## config.mk

```make
export PLATFORM = sky130hd
export DESIGN_NAME = adc_spi_master
export DESIGN_NICKNAME = d
export VERILOG_FILES = /design/src/rtl/adc_spi_master.sv
export SDC_FILE = /design/constraint.sdc
export NUM_CORES = 1
export LEC_CHECK = 0
export BUFFER_PORTS_ARGS = -buffer_cell sky130_fd_sc_hd__buf_4
export CAP_MARGIN = 20
export CORE_AREA = 5 5 81 83
export CTS_CLUSTER_DIAMETER = 80
export DETAILED_ROUTE_END_ITERATION = 6
export DIE_AREA = 0 0 86 88
export PLACE_DENSITY = 0.71
export SLEW_MARGIN = 5
export SYNTH_ARGS = -nofsm -noshare
export SYNTH_HDL_FRONTEND = slang
export SYNTH_SLANG_ARGS = --single-unit
```

## constraint.sdc

```tcl
create_clock -name CLK -period 4.65 [get_ports CLK]
set_input_delay 0.2325 -clock CLK [delete_from_list [all_inputs] [get_ports CLK]]
set_output_delay 0.2325 -clock CLK [all_outputs]
set_load 0.005 [all_outputs]
```

## src/rtl/adc_spi_master.sv

```systemverilog
// rtl/adc_spi_master.sv - free-running 2-channel 12-bit ADC SPI master, 8-bit results (optional ADC_AVG_EN 4-sample averaging)
module adc_spi_master #(
    parameter int CLK_DIV  = 25,
    parameter int CONV_GAP = 50
) (
    input  logic       CLK,
    input  logic       RST,
    output logic       SPI_SCK,
    output logic       SPI_AD,
    output logic       SPI_DIN,
    input  logic       SPI_DOUT,
    output logic [7:0] adc_accel,
    output logic [7:0] adc_cds,
    output logic       accel_valid,
    output logic       cds_valid
);

    typedef enum logic [1:0] {GAP, SHIFT, LATCH} state_t;

    state_t      state;
    logic [9:0]  gap_cnt;
    logic [7:0]  half_cnt;
    logic [5:0]  edge_cnt;
    logic [5:0]  next_edge;
    logic        channel;
    logic [11:0] shreg;
    logic [7:0]  result;

    // next_edge counts half-periods: odd = SCK rise, even = SCK fall, 37 = trailing CS hold ends
    assign next_edge = edge_cnt + 6'd1;

`ifdef ADC_AVG_EN
    logic [11:0] hist [2][4];
    logic [13:0] avg_sum;

    always_comb begin
        avg_sum = 14'(shreg) + 14'(hist[channel][0]) + 14'(hist[channel][1]) + 14'(hist[channel][2]);
        result  = avg_sum[13:6];
    end
`else
    always_comb begin
        result = shreg[11:4];
    end
`endif

    always_ff @(posedge CLK) begin
        if (RST) begin
            state       <= GAP;
            gap_cnt     <= '0;
            half_cnt    <= '0;
            edge_cnt    <= '0;
            channel     <= 1'b0;
            shreg       <= '0;
            SPI_SCK     <= 1'b0;
            SPI_AD      <= 1'b1;
            SPI_DIN     <= 1'b0;
            adc_accel   <= '0;
            adc_cds     <= '0;
            accel_valid <= 1'b0;
            cds_valid   <= 1'b0;
`ifdef ADC_AVG_EN
            for (int c = 0; c < 2; c++) begin
                for (int i = 0; i < 4; i++) begin
                    hist[c][i] <= '0;
                end
            end
`endif
        end else begin
            accel_valid <= 1'b0;
            cds_valid   <= 1'b0;
            case (state)
                GAP: begin
                    SPI_AD  <= 1'b1;
                    SPI_SCK <= 1'b0;
                    if (gap_cnt == 10'(CONV_GAP - 1)) begin
                        state    <= SHIFT;
                        gap_cnt  <= '0;
                        half_cnt <= '0;
                        edge_cnt <= '0;
                        SPI_AD   <= 1'b0;
                        SPI_DIN  <= 1'b1;
                    end else begin
                        gap_cnt <= gap_cnt + 10'd1;
                    end
                end
                SHIFT: begin
                    if (half_cnt == 8'(CLK_DIV - 1)) begin
                        half_cnt <= '0;
                        edge_cnt <= next_edge;
                        if (next_edge == 6'd37) begin
                            state   <= LATCH;
                            SPI_AD  <= 1'b1;
                            SPI_DIN <= 1'b0;
                            if (channel) begin
                                adc_cds   <= result;
                                cds_valid <= 1'b1;
                            end else begin
                                adc_accel   <= result;
                                accel_valid <= 1'b1;
                            end
`ifdef ADC_AVG_EN
                            hist[channel][0] <= shreg;
                            hist[channel][1] <= hist[channel][0];
                            hist[channel][2] <= hist[channel][1];
                            hist[channel][3] <= hist[channel][2];
`endif
                        end else begin
                            SPI_SCK <= next_edge[0];
                            if (next_edge[0]) begin
                                // rises r6..r17 carry B11..B0; earlier rises are command/null
                                if (next_edge >= 6'd13) begin
                                    shreg <= {shreg[10:0], SPI_DOUT};
                                end
                            end else begin
                                case (next_edge)
                                    6'd2:    SPI_DIN <= 1'b1;
                                    6'd4:    SPI_DIN <= channel;
                                    6'd6:    SPI_DIN <= 1'b1;
                                    default: SPI_DIN <= 1'b0;
                                endcase
                            end
                        end
                    end else begin
                        half_cnt <= half_cnt + 8'd1;
                    end
                end
                LATCH: begin
                    channel <= ~channel;
                    gap_cnt <= '0;
                    state   <= GAP;
                end
                default: state <= GAP;
            endcase
        end
    end

endmodule

```

==> impl_summary.md <==
Power and ir drop
The register share of total power is just over 50%. The total chip power is slightly above 1 mW. Summed over all cells, the static leakage comes to between 1 and 1.5 nW. The internal portion of the total power is around 0.78 mW. The total power per unit cell area is about 330 mW/mm^2. The power spent charging and discharging nets is roughly 0.22 mW. The switching power as a share of total power is 22.0%. The clock power share is ~47%. The share of power burned in combinational logic is 1.8%.

The maximum VDD drop is between 200 and 250 uV.

Synth
Among all flip-flop cells after synthesis, the most frequent one is sky130_fd_sc_hd__dfxtp_1. The cell count after synthesis is about 310. The number of synthesized flops with an enable pin is 0.

The post-synthesis cell area is between 0.002 and 0.003 sq mm. The number of different library cells used by synthesis comes to 55. The sequential element share of the synthesized area is roughly 44%. In this run, synthesis produced a sequential element count of 60. Summed over its instances, the top area cell type makes up 43.6% of the synthesized netlist area.

The synthesized area per cell is 8.81 sq um. Synthesis produced a netlist with a net count of roughly 320. The largest area contributor in the synthesized netlist is sky130_fd_sc_hd__dfxtp_1.

In the post-synthesis netlist, the biggest area contributors are sky130_fd_sc_hd__dfxtp_1, sky130_fd_sc_hd__mux2i_1, sky130_fd_sc_hd__o21ai_0, sky130_fd_sc_hd__nand3_1, sky130_fd_sc_hd__nand2_1. The fraction of synthesis flops using an asynchronous set or reset pin is 0%. Yosys printed 0 warnings.

Clock tree
The root buffer cell chosen for the clock tree is sky130_fd_sc_hd__clkbuf_8. The CTS tree is yes. For this design, the CTS-stage hold fixing added 0 buffers. The post-cts sizing count is 0. Post-CTS timing repair inserted 0 buffers for setup. The clock tree synthesis step divided the H-tree into 3 levels.

After clock tree synthesis, the clock-pin slew on the worst setup and hold paths is 70 ps. In this run, CTS created clock tree buffers numbering 9. The clock passes through at most 2 buffers. The clock latency of the later-clocked register in the worst-skew pair is approximately 340 ps.

The tree built by TritonCTS fans out to 60 sinks.

Timing
The smallest clock period supported by the final layout is computed as 2520 ps. The final number of hold-violating endpoints is 0. The final max-slew violation count is 0.

For the final database, setup skew stands at about 10 ps. Headroom to the max-slew limit came out at a little under two fifths. Setup repair after global routing left no endpoint under its margin. The post-route setup TNS is 0 ps.

The maximum clock frequency is between 300 and 400 MHz. Setup violations remaining at the end of the flow were counted as 0. Once routing completed, OpenROAD measured the worst setup slack at ~2100 ps.

The portion of the clock cycle consumed by the worst path in the final layout is between 50% and 60%. The transition time at the pin with the least slew margin is approximately 930 ps.

Floorplanning
The initialized floorplan defines 28 standard-cell rows. The height of the die is 88 microns. The placeable core area is between 0.005 and 0.006 sq mm. For this design the top-level I/O count stands at 24. The total die area is 0.00757 sq mm. The die extent in x is 86 microns. The starting density of the core is a little under half.

Flow run
Across the run, the number of max-cap violations was 0.

Global route
The met1 capacity usage during global routing is slightly above 20%. The global-route wire length before repair is 9700 microns. The via count of the first global-routing pass is roughly 2,100.

The number of antenna violations at the first check in global routing was 0. The most used routing layer is met2. The met2 routing resource usage after global routing is ~25%. The remaining global-route overflow is 0.

Global routing consumed, on the met3 layer, under 10% of the routing resources. The pin count of the biggest net entering global routing is 32. The total global-route track usage is 16.1%.

Setup path
Along the worst path, the maximum fanout reaches 12. The critical path startpoint category is a flip-flop. The worst-case reg-to-reg path depth is 7. The endpoint required time on the critical path is just under 5000 ps.

The worst-case register-to-register setup slack is 2130 ps. The path type of the worst setup path is reg2reg. The nature of the critical path endpoint is a flip-flop. The launching point of the worst reg2reg path is edge_cnt[0]$_SDFFE_PP0P_. The arrival time reported for the critical path endpoint is 2780 ps. The endpoint identified for the worst register-to-register timing path is shreg[5]$_SDFFE_PP0P_.

Final layout
The final core area utilization is around 53%. The post-route netlist has between 10% and 20% of its cells at a drive strength greater than 1. Compared with the post-synthesis result, the final layout area differs by 11.8%.

The final layout contains between 300 and 400 nets. 0 antenna diodes ended up in the layout. Counting the fill cells in the layout gives 551. The finished cells cover between 0.003 and 0.004 sq mm.

Place
The placed cell area is around 0.0029 sq mm. The congestion estimate from routability-driven global placement came to between 0.9 and 1. The detailed placement HPWL is between 3000 and 4000 microns. In this run the tool buffered the top-level ports with 23 buffer cells. Prior to clock tree synthesis, the placed netlist has a worst setup slack of between 2000 and 2500 ps.

Routing
The violation count after the first detailed-routing iteration is ~140. The final layout contains routed wiring with a total length of ~5600 microns. Dividing the detail-routed wire length by the instance count gives 13.9 microns. In the routed design, unresolved DRC markers number 0. The total via count after detailed routing is 2,261.

The via count normalized by instance count is roughly 5.6. In this run the remaining antenna-violating nets after routing total 0. The number of optimization iterations in the first detailed-route pass is 4.

Hold path
In this run the worst hold path is classified as in2reg. The path with the worst hold slack has its endpoint at shreg[0]$_SDFFE_PP0P_. The origin of the worst min-delay path is SPI_DOUT. The depth of the worst hold-timing path is 3.

Status
The run finished with clean final reports.
layer usage:
metal / up-vias / share of wire (%)
met2: 58 / 47
met3: 6 / 4.9
met4: 0 / 1.1
met5: - / 0
met1: 1057 / 47
li1: 1140 / -
sequential cells by signal, summed over array words and instances, names as in the netlist:
signal and cells:
SPI_AD 1, SPI_DIN 1, SPI_SCK 1, accel_valid 1
adc_accel 8, adc_cds 8, cds_valid 1, channel 1
edge_cnt 6, gap_cnt 10, half_cnt 8, shreg 12
state 2
metrics by stage:
stage | hold WS [ps] | instances
final | 151 | 405
after global routing | 142 | 405
after CTS | 141 | 405
after detailed placement | 466 | 389
after global placement | 456 | 389
after floorplan | 375 | 313
cells in the mapped netlist (all sizes together) (3+ instances only):
cell type and instances:
clkbuf 9, mux2i 13, nand3 24, xnor2 5, a21o 5, a31oi 3
and3 5, inv 8, dfxtp 60, nor2 28, nand2 30, a21oi 18
nor4 3, o21ai 25, nor2b 3, xor2 4, nor3 10, ha 8
nand4 4, nand3b 3, nand4b 4, buf 11
kinds of logic (layout without fill, tap and decap cells):
family / Yosys count / after routing / synth area share (%)
flops: 60 / 60 / 43.6
mux: 13 / 13 / 4.72
fa+ha+maj: 8 / 8 / 3.63
simple gates: 125 / 125 / 23.3
buf+inv: 30 / 47 / 6.35
compound gates: 68 / 68 / 15.6
xor+xnor: 9 / 9 / 2.86
placed cells by master, fill, tap and decap left out, types with 4 or more instances in the layout:
cell,count
sky130_fd_sc_hd__dfxtp_1,60
sky130_fd_sc_hd__nand2_1,29
sky130_fd_sc_hd__nor2_1,28
sky130_fd_sc_hd__o21ai_0,25
sky130_fd_sc_hd__nand3_1,23
sky130_fd_sc_hd__buf_4,23
sky130_fd_sc_hd__a21oi_1,18
sky130_fd_sc_hd__mux2i_1,13
sky130_fd_sc_hd__clkbuf_8,10
sky130_fd_sc_hd__nor3_1,9
sky130_fd_sc_hd__inv_1,8
sky130_fd_sc_hd__ha_1,8
sky130_fd_sc_hd__a21o_1,5
sky130_fd_sc_hd__xnor2_1,5
sky130_fd_sc_hd__nand4_1,4
sky130_fd_sc_hd__and3_1,4
sky130_fd_sc_hd__nand4b_1,4
sky130_fd_sc_hd__xor2_1,4
worst max-delay path by stage:
stage / from / to / cells past startpoint
finish: edge_cnt[0]$_SDFFE_PP0P_ / shreg[5]$_SDFFE_PP0P_ / 7
global route: edge_cnt[0]$_SDFFE_PP0P_ / shreg[1]$_SDFFE_PP0P_ / 7
CTS: edge_cnt[0]$_SDFFE_PP0P_ / shreg[5]$_SDFFE_PP0P_ / 7
detailed placement: edge_cnt[0]$_SDFFE_PP0P_ / shreg[5]$_SDFFE_PP0P_ / 7
global placement: edge_cnt[0]$_SDFFE_PP0P_ / shreg[11]$_SDFFE_PP0P_ / 7
floorplan: gap_cnt[1]$_SDFFE_PP0P_ / gap_cnt[4]$_SDFFE_PP0P_ / 9
power groups by stage:
stage / sequential (mW) / clock (mW) / combinational [mW]
3_3_place_gp: 0.531 / 0 / 0.0171
2_1_floorplan: 0.530 / 0 / 0.0144
4_1_cts: 0.519 / 0.484 / 0.0178
3_5_place_dp: 0.531 / 0 / 0.0176
5_1_grt: 0.519 / 0.505 / 0.0200
6_report: 0.519 / 0.469 / 0.0176
layout make-up:
cell class / instances / area (sq um) / area share (%)
Clock buffer: 11 / 141 / 4.59
Timing Repair Buffer: 23 / 173 / 5.60
Inverter: 8 / 30.0 / 0.974
Tap cell: 75 / 93.8 / 3.05
Clock inverter: 5 / 61.3 / 1.99
Sequential cell: 60 / 1200 / 39.0
Multi-Input combinational cell: 223 / 1380 / 44.8
critical path, stage by stage (launching register included):
cell                       delay, ps
sky130_fd_sc_hd__dfxtp_1         530
sky130_fd_sc_hd__ha_1            370
sky130_fd_sc_hd__inv_1           100
sky130_fd_sc_hd__nand4b_1        120
sky130_fd_sc_hd__o311ai_2        190
sky130_fd_sc_hd__nand2_2         180
sky130_fd_sc_hd__and4b_1         690
sky130_fd_sc_hd__mux2i_1         270
No activity file was read; power rests on OpenSTA's default activity.
